File: config.mk
export PLATFORM = sky130hd
export DESIGN_NAME = tri_pixel_buffer
export DESIGN_NICKNAME = d
export VERILOG_FILES = /design/src/rtl/tri_pixel_buffer.sv
export SDC_FILE = /design/constraint.sdc
export NUM_CORES = 1
export LEC_CHECK = 0
export BUFFER_PORTS_ARGS = -buffer_cell sky130_fd_sc_hd__buf_2
export CORE_ASPECT_RATIO = 1.75
export CORE_MARGIN = 2
export CORE_UTILIZATION = 42
export CTS_CLUSTER_DIAMETER = 80
export CTS_CLUSTER_SIZE = 10
export DETAILED_ROUTE_END_ITERATION = 8
export GPL_TIMING_DRIVEN = 0
export SETUP_SLACK_MARGIN = 0.3
export SYNTH_ARGS = -nofsm -noshare
export SYNTH_HDL_FRONTEND = slang
export SYNTH_SLANG_ARGS = --single-unit
File: constraint.sdc
create_clock -name clk -period 6.95 [get_ports clk]
set_input_delay 0.695 -clock clk [delete_from_list [all_inputs] [get_ports clk]]
set_output_delay 0.695 -clock clk [all_outputs]
set_load 0.01 [all_outputs]
File: src/rtl/tri_pixel_buffer.sv
// tri_pixel_buffer: captures the rasterizer pixel stream into an 8x8 bitmap,
// counts unique pixels, then streams the bitmap out row by row over a
// valid/ready handshake and pulses done with the final count.
module tri_pixel_buffer (
    input  logic       clk,
    input  logic       reset,
    input  logic       busy_in,
    input  logic       po,
    input  logic [2:0] xo,
    input  logic [2:0] yo,
    input  logic       row_ready,
    output logic       row_valid,
    output logic [2:0] row_idx,
    output logic [7:0] row_data,
    output logic [6:0] pix_cnt,
    output logic       done,
    output logic       overrun
);

    localparam int unsigned GRID_W  = 8;
    localparam int unsigned COORD_W = 3;
    localparam int unsigned CNT_W   = 7;

    typedef enum logic [1:0] {
        S_IDLE,
        S_CAPTURE,
        S_DRAIN,
        S_DUMP
    } state_t;

    state_t                         state, state_nxt;
    logic [GRID_W-1:0][GRID_W-1:0]  bm, bm_nxt;
    logic                           busy_d;
    logic                           busy_rise;
    logic [CNT_W-1:0]               cnt_nxt;
    logic                           row_valid_nxt;
    logic [COORD_W-1:0]             row_idx_nxt;
    logic [GRID_W-1:0]              row_data_nxt;
    logic                           done_nxt;
    logic                           overrun_nxt;

    assign busy_rise = busy_in & ~busy_d;

    // Next-state, bitmap update and registered-output next values
    always_comb begin
        state_nxt     = state;
        bm_nxt        = bm;
        cnt_nxt       = pix_cnt;
        row_valid_nxt = 1'b0;
        row_idx_nxt   = row_idx;
        row_data_nxt  = row_data;
        done_nxt      = 1'b0;
        overrun_nxt   = overrun | (busy_rise & (state != S_IDLE));

        case (state)
            S_IDLE: begin
                if (busy_rise) begin
                    bm_nxt    = '0;
                    cnt_nxt   = '0;
                    state_nxt = S_CAPTURE;
                end
            end
            S_CAPTURE, S_DRAIN: begin
                // Only a previously clear bit counts as a new pixel
                if (po && !bm[yo][xo]) begin
                    bm_nxt[yo][xo] = 1'b1;
                    cnt_nxt        = pix_cnt + CNT_W'(1);
                end
                if (state == S_CAPTURE) begin
                    if (!busy_in) begin
                        state_nxt = S_DRAIN;
                    end
                end else begin
                    // Row 0 must reflect a pixel captured in this drain cycle
                    state_nxt     = S_DUMP;
                    row_valid_nxt = 1'b1;
                    row_idx_nxt   = '0;
                    row_data_nxt  = bm_nxt[0];
                end
            end
            S_DUMP: begin
                row_valid_nxt = 1'b1;
                if (row_ready) begin
                    if (row_idx == COORD_W'(GRID_W - 1)) begin
                        row_valid_nxt = 1'b0;
                        done_nxt      = 1'b1;
                        state_nxt     = S_IDLE;
                    end else begin
                        row_idx_nxt  = row_idx + COORD_W'(1);
                        row_data_nxt = bm[row_idx + COORD_W'(1)];
                    end
                end
            end
            default: begin
                state_nxt = S_IDLE;
            end
        endcase
    end

    // State, bitmap and output registers
    always_ff @(posedge clk or posedge reset) begin
        if (reset) begin
            state     <= S_IDLE;
            bm        <= '0;
            busy_d    <= 1'b0;
            pix_cnt   <= '0;
            row_valid <= 1'b0;
            row_idx   <= '0;
            row_data  <= '0;
            done      <= 1'b0;
            overrun   <= 1'b0;
        end else begin
            state     <= state_nxt;
            bm        <= bm_nxt;
            busy_d    <= busy_in;
            pix_cnt   <= cnt_nxt;
            row_valid <= row_valid_nxt;
            row_idx   <= row_idx_nxt;
            row_data  <= row_data_nxt;
            done      <= done_nxt;
            overrun   <= overrun_nxt;
        end
    end

endmodule

# After elaboration in Yosys (flattened, before gate mapping)

Cells that the tools add are included.

Bits in registers: 88
Input port bits: 11
Output and inout bits: 21
Logic and storage cells: 89

Add/sub/neg operators: 2
Order comparisons: 5
Equal/unequal tests: 11
Multiplexer cells: 37
Bitwise logic cells: 5
Reduce and logical (&&, ||, !) cells: 13

Operators by type and width:

| cell                | count |
|---|---|
| $mux 64             | 2 |
| $pmux 64 s2         | 1 |
| $or 64x64->64       | 1 |
| $bmux 8 s3          | 2 |
| $mux 8              | 6 |
| $demux 8 s3         | 1 |
| $pmux 8 s2          | 1 |
| $mux 7              | 2 |
| $pmux 7 s2          | 1 |
| $lt 3x4->1 const B  | 3 |
| $ne 2x2->1 const B  | 6 |
| $mux 2              | 5 |
| $mux 3              | 3 |
| $mux 1              | 8 |
| $reduce_and 4->1    | 2 |
| $add 7x1->7 const B | 1 |
| $ge 3x1->1 const B  | 2 |
| $pmux 2 s3          | 1 |
| $pmux 3 s2          | 1 |
| $reduce_bool 2->1   | 3 |
| $eq 2x2->1 const B  | 2 |
| $add 3x1->3 const B | 1 |
| $bmux 1 s3          | 1 |
| $demux 1 s3         | 1 |
| other kinds (13)    | 16 |

# Depth between registers and ports, before layout

Word-level depth: 10
Mapped depth: 9
Depth with buffers taken out: 8

# Worst setup path after synthesis

OpenSTA, ideal clock, no wires.

Path kind: input to register
Start point: input yo[2]
End point: register bm[32] (netlist name)
Library setup time: 0.096 ns
Arrival: 2.638 ns
Slack: 4.215 ns
Stages: 9
Buffers on the path: 3
Path through: buf_2 -> buf_2 -> mux4_2 -> mux2i_1 -> o21ai_0 -> a211oi_2 -> nand3_4 -> buf_6 -> o31ai_1

Longest elaborated chain between the ends: 8
Elaborated cells on any way between the ends: 16
Those cells by class: 2 x order compare; 1 x eq/ne; 8 x mux; 1 x bitwise; 4 x reduce/logical

RTL lines:

| what                              | line | source |
|---|---|---|
| start: declaration                | 10   | `input logic [2:0] yo,` |
| $bmux 8 s3                        | 65   | `if (po && !bm[yo][xo]) begin` |
| $mux 8 (not written as such)      | 65   |  |
| $bmux 1 s3                        | 65   |  |
| $mux 1 (not written as such)      | 65   |  |
| $logic_not 1->1                   | 65   |  |
| $logic_and 1x1->1                 | 65   |  |
| $ne 2x2->1 (no source line)       | -    |  |
| $reduce_and 3->1 (no source line) | -    |  |
| end signal: assignment            | 114  | `bm <= bm_nxt;` |
| end: declaration                  | 32   | `logic [GRID_W-1:0][GRID_W-1:0] bm, bm_nxt;` |

Several ways; a longest one is shown, not always the timed one. The select of a mux whose other input is x is not followed.
A chain may end at the register's enable or synchronous reset.

# Worst setup path after layout

Start point: input yo[2]
End point: register bm[11] (netlist name)

The elaborated chain is that of the path after synthesis.

==> impl_metrics.tcl <==
set metrics [dict create \
    run_status "completed" \
    area.growth.synth_to_final_pct 12.5 \
    cts_made_buffers 9 \
    yosysWarningCount 0 \
    grt_pass1_vias 4311 \
    gr-usage-all-layers 0.242 \
    gp_congestion 0.937 \
    max_cap_check_violation_count 0 \
    synth-seq-area-share 0.417 \
    ys_types 61 \
    ctsLongestPathBuffers 2 \
    ys.flop_type "dfrtp_1" \
    path_buf_inv 2 \
    ys_async_sr_fraction 1.00 \
    timing.critical_path.required_ps 7230 \
    slowest_delay_ps 650 \
    cellLeakagePower_nw 2.47 \
    cp_data_arrival_time_ps 3350 \
    criticalPathCategory "in2reg" \
    ys_ff_latch 88 \
    end_of_flow_core_utilization 0.481 \
    drt-vias-per-instance 6.00 \
    kind_of_cell_with_the_highest_combined_delay_on_the_critical_path "compound AO/OA/AOI/OAI gates" \
    cts-resized-gates 0 \
    io_buffers 31 \
    cts-root-buf "clkbuf_16" \
    grt_antenna_before_repair 0 \
    worst_skew_pair.late_latency_ps 340 \
    final-max-slew-violation-count 0 \
    antenna_cells_inserted 0 \
    min-delay-path-class "in2async" \
    cts_htree_levels 3 \
    drtPass1Iterations 5 \
    cp-start-kind "primary input" \
    biggest_area_contributors_in_the_synthesized_netlist "dfrtp_1 42%, mux4_2 8.1%, o31ai_2 8.0%" \
    grt_pass1_wl_um 24500 \
    tightestPinTransition_ps 867 \
    grt_max_degree 46 \
    rows 54 \
    clkSlewWorstSetupHoldPaths_ps 70 \
    synth_top_cell_by_area "dfrtp_1" \
    power.internal_mw 1.25 \
    total_vias_in_the_final_route 4215 \
    fp.coreArea_um2 12400 \
    post-route-period-util 0.442 \
    starting_density_of_the_core 0.427 \
    power_share_of_the_clock_group 0.218 \
    fin_nets 549 \
    timing.final.crit_period_ps 3070 \
    chipWidth_um 88.8 \
    vdd.ir_drop.worst_mv 0.121 \
    cts_tree "built" \
    place.detailed.hpwl_um 12300 \
    final_hold_viol_count 0 \
    power_per_cell_area_nw_per_um2 351 \
    drive_above_1_share 0.257 \
    netlist_area_um2 5290 \
    timing.critical_path.slowest_stage_cell "nor3_1" \
    synth_edf_count 0 \
    netlist.area_leader.share 0.417 \
    initialDrtViolationCount 303 \
    p_sw_frac 0.402 \
    timing.critical_path.cells "buf_2, buf_2, mux2_2, a221o_1, a22oi_1, o211ai_1, nor3_1, a32o_1" \
    detail_route.wirelength_um 15600 \
    slew_headroom 0.422 \
    share_comb_of_total_power 0.411 \
    setup_viol 0 \
    worst-path-max-fanout 10 \
    wire_per_inst_um 22.2 \
    crit_path_frequent_cell "buf_2" \
    top_level_ports 32 \
    tritoncts_num_sinks 88 \
    timing.critical_path.to_type "flop" \
    synthCells 488 \
    post_cts.repair.setup_buffers 0 \
    die_y_um 152 \
    syn-mean-instance-area_um2 10.8 \
    num-fill-cells 1167 \
    grt-ovfl-total 0 \
    fin_setup_tns_ps 0 \
    clock_skew_ps 8.16 \
    fmax_ghz 0.325 \
    netSwitchingPower_uw 838 \
    rsz0062_at_grt "no" \
    power.share.sequential 0.371 \
    cts_hold_repair.buffers 0 \
    post-route-drc-count 0 \
    syn-num-nets 506 \
    drtAntennaViolNets 0 \
    die_area_um2 13500 \
]
-- layout by cell type (no fill, tap or decap), drive strengths merged, types with 6 or more instances in the layout --
cell    count
dfrtp      88
nand2      79
o31ai      54
buf        51
clkbuf     33
mux2i      26
mux4       19
nor2       17
a21oi      14
o21ai      14
a22o        9
a211oi      9
nand3       8
inv         8
nand2b      7
a22oi       7
ha          7
a221oi      6
-- registers in the layout, summed over array words and instances (netlist names) --
| signal | count |
|---|---|
| done | 1 |
| state | 2 |
| row_data | 8 |
| overrun | 1 |
| busy_d | 1 |
| pix_cnt | 7 |
| row_idx | 3 |
| bm | 64 |
| row_valid | 1 |
-- metrics by stage --
| stage | total power [mW] | setup WS, ps | cells | area, um^2 | hold WS [ps] |
|---|---|---|---|---|---|
| 6_report | 2.08 | 3880 | 702 | 5940 | 413 |
| 5_1_grt | 2.21 | 3700 | 702 | 5940 | 469 |
| 4_1_cts | 2.09 | 3880 | 702 | 5940 | 444 |
| 3_5_place_dp | 1.64 | 3550 | 688 | 5670 | 467 |
| 3_3_place_gp | 1.60 | 2930 | 687 | 5650 | 436 |
| 2_1_floorplan | 1.36 | 3980 | 488 | 5290 | 460 |
-- area by class of cell --
class | instances | area (um^2) | area share
multi-input combinational | 351 | 2830 | 0.475
sequential | 88 | 2200 | 0.370
clock buffer | 11 | 253 | 0.0425
buffer | 41 | 228 | 0.0383
tap | 168 | 210 | 0.0354
timing repair buffer | 32 | 175 | 0.0295
inverter | 8 | 32.5 | 0.00547
clock inverter | 3 | 18.8 | 0.00316
-- cells in the mapped netlist, drive strengths merged (5+ instances only) --
cell type	instances
inv	8
buf	19
dfrtp	88
a22oi	7
a21oi	14
mux4	19
nand4	5
o31ai	54
a22o	9
nand3	8
nor2b	5
nor2	17
a221oi	6
nand2b	7
nor3	5
mux2i	26
ha	7
a211oi	9
o21ai	14
nand2	79
clkbuf	22
-- kinds of logic (layout without fill, tap and decap cells) --
group                    Yosys count  count (layout)  synth area share
buffers and inverters             49              95            0.0488
multiplexers                      47              47             0.134
adder cells (fa/ha/maj)            7               7            0.0166
flip-flops                        88              88             0.417
AO/OA/AOI/OAI                    143             143             0.241
AND/OR/NAND/NOR                  154             154             0.143
-- power groups by stage --
stage | clock [mW] | sequential (mW) | combinational (mW)
2_1_floorplan | 0 | 0.751 | 0.613
3_3_place_gp | 0 | 0.768 | 0.834
3_5_place_dp | 0 | 0.779 | 0.857
4_1_cts | 0.456 | 0.770 | 0.861
5_1_grt | 0.481 | 0.789 | 0.937
6_report | 0.455 | 0.773 | 0.857
-- layer usage --
metal	global-route usage	wire length, um	vias to the layer above
li1	-	-	1939
met5	0	0	-
met4	0.109	645	0
met1	0.271	5760	2124
met3	0.0325	405	39
met2	0.436	8760	113
-- worst register-to-register path: cells and delay by family, from the launching register on --
family / cells / cell delay (ps)
and+or+nand+nor: 1 / 230
adders and majority gates: 1 / 480
buffers and inverters: 2 / 350
DFF: 1 / 460
AOI/OAI and AO/OA: 4 / 1420
-- final timing paths --
check | start | endpoint | slack [ps] | depth (start not counted)
max | yo[2] | bm[11] | 3880 | 8
min | reset | row_idx[1] | 410 | 2
max reg2reg | state[0] | bm[35] | 3910 | 8
min reg2reg | overrun | overrun | 470 | 1
max in group asynchronous | reset | bm[15] | 5860 | 3
min in group clk | overrun | overrun | 470 | 1
No activity file was read; power rests on OpenSTA's default activity.
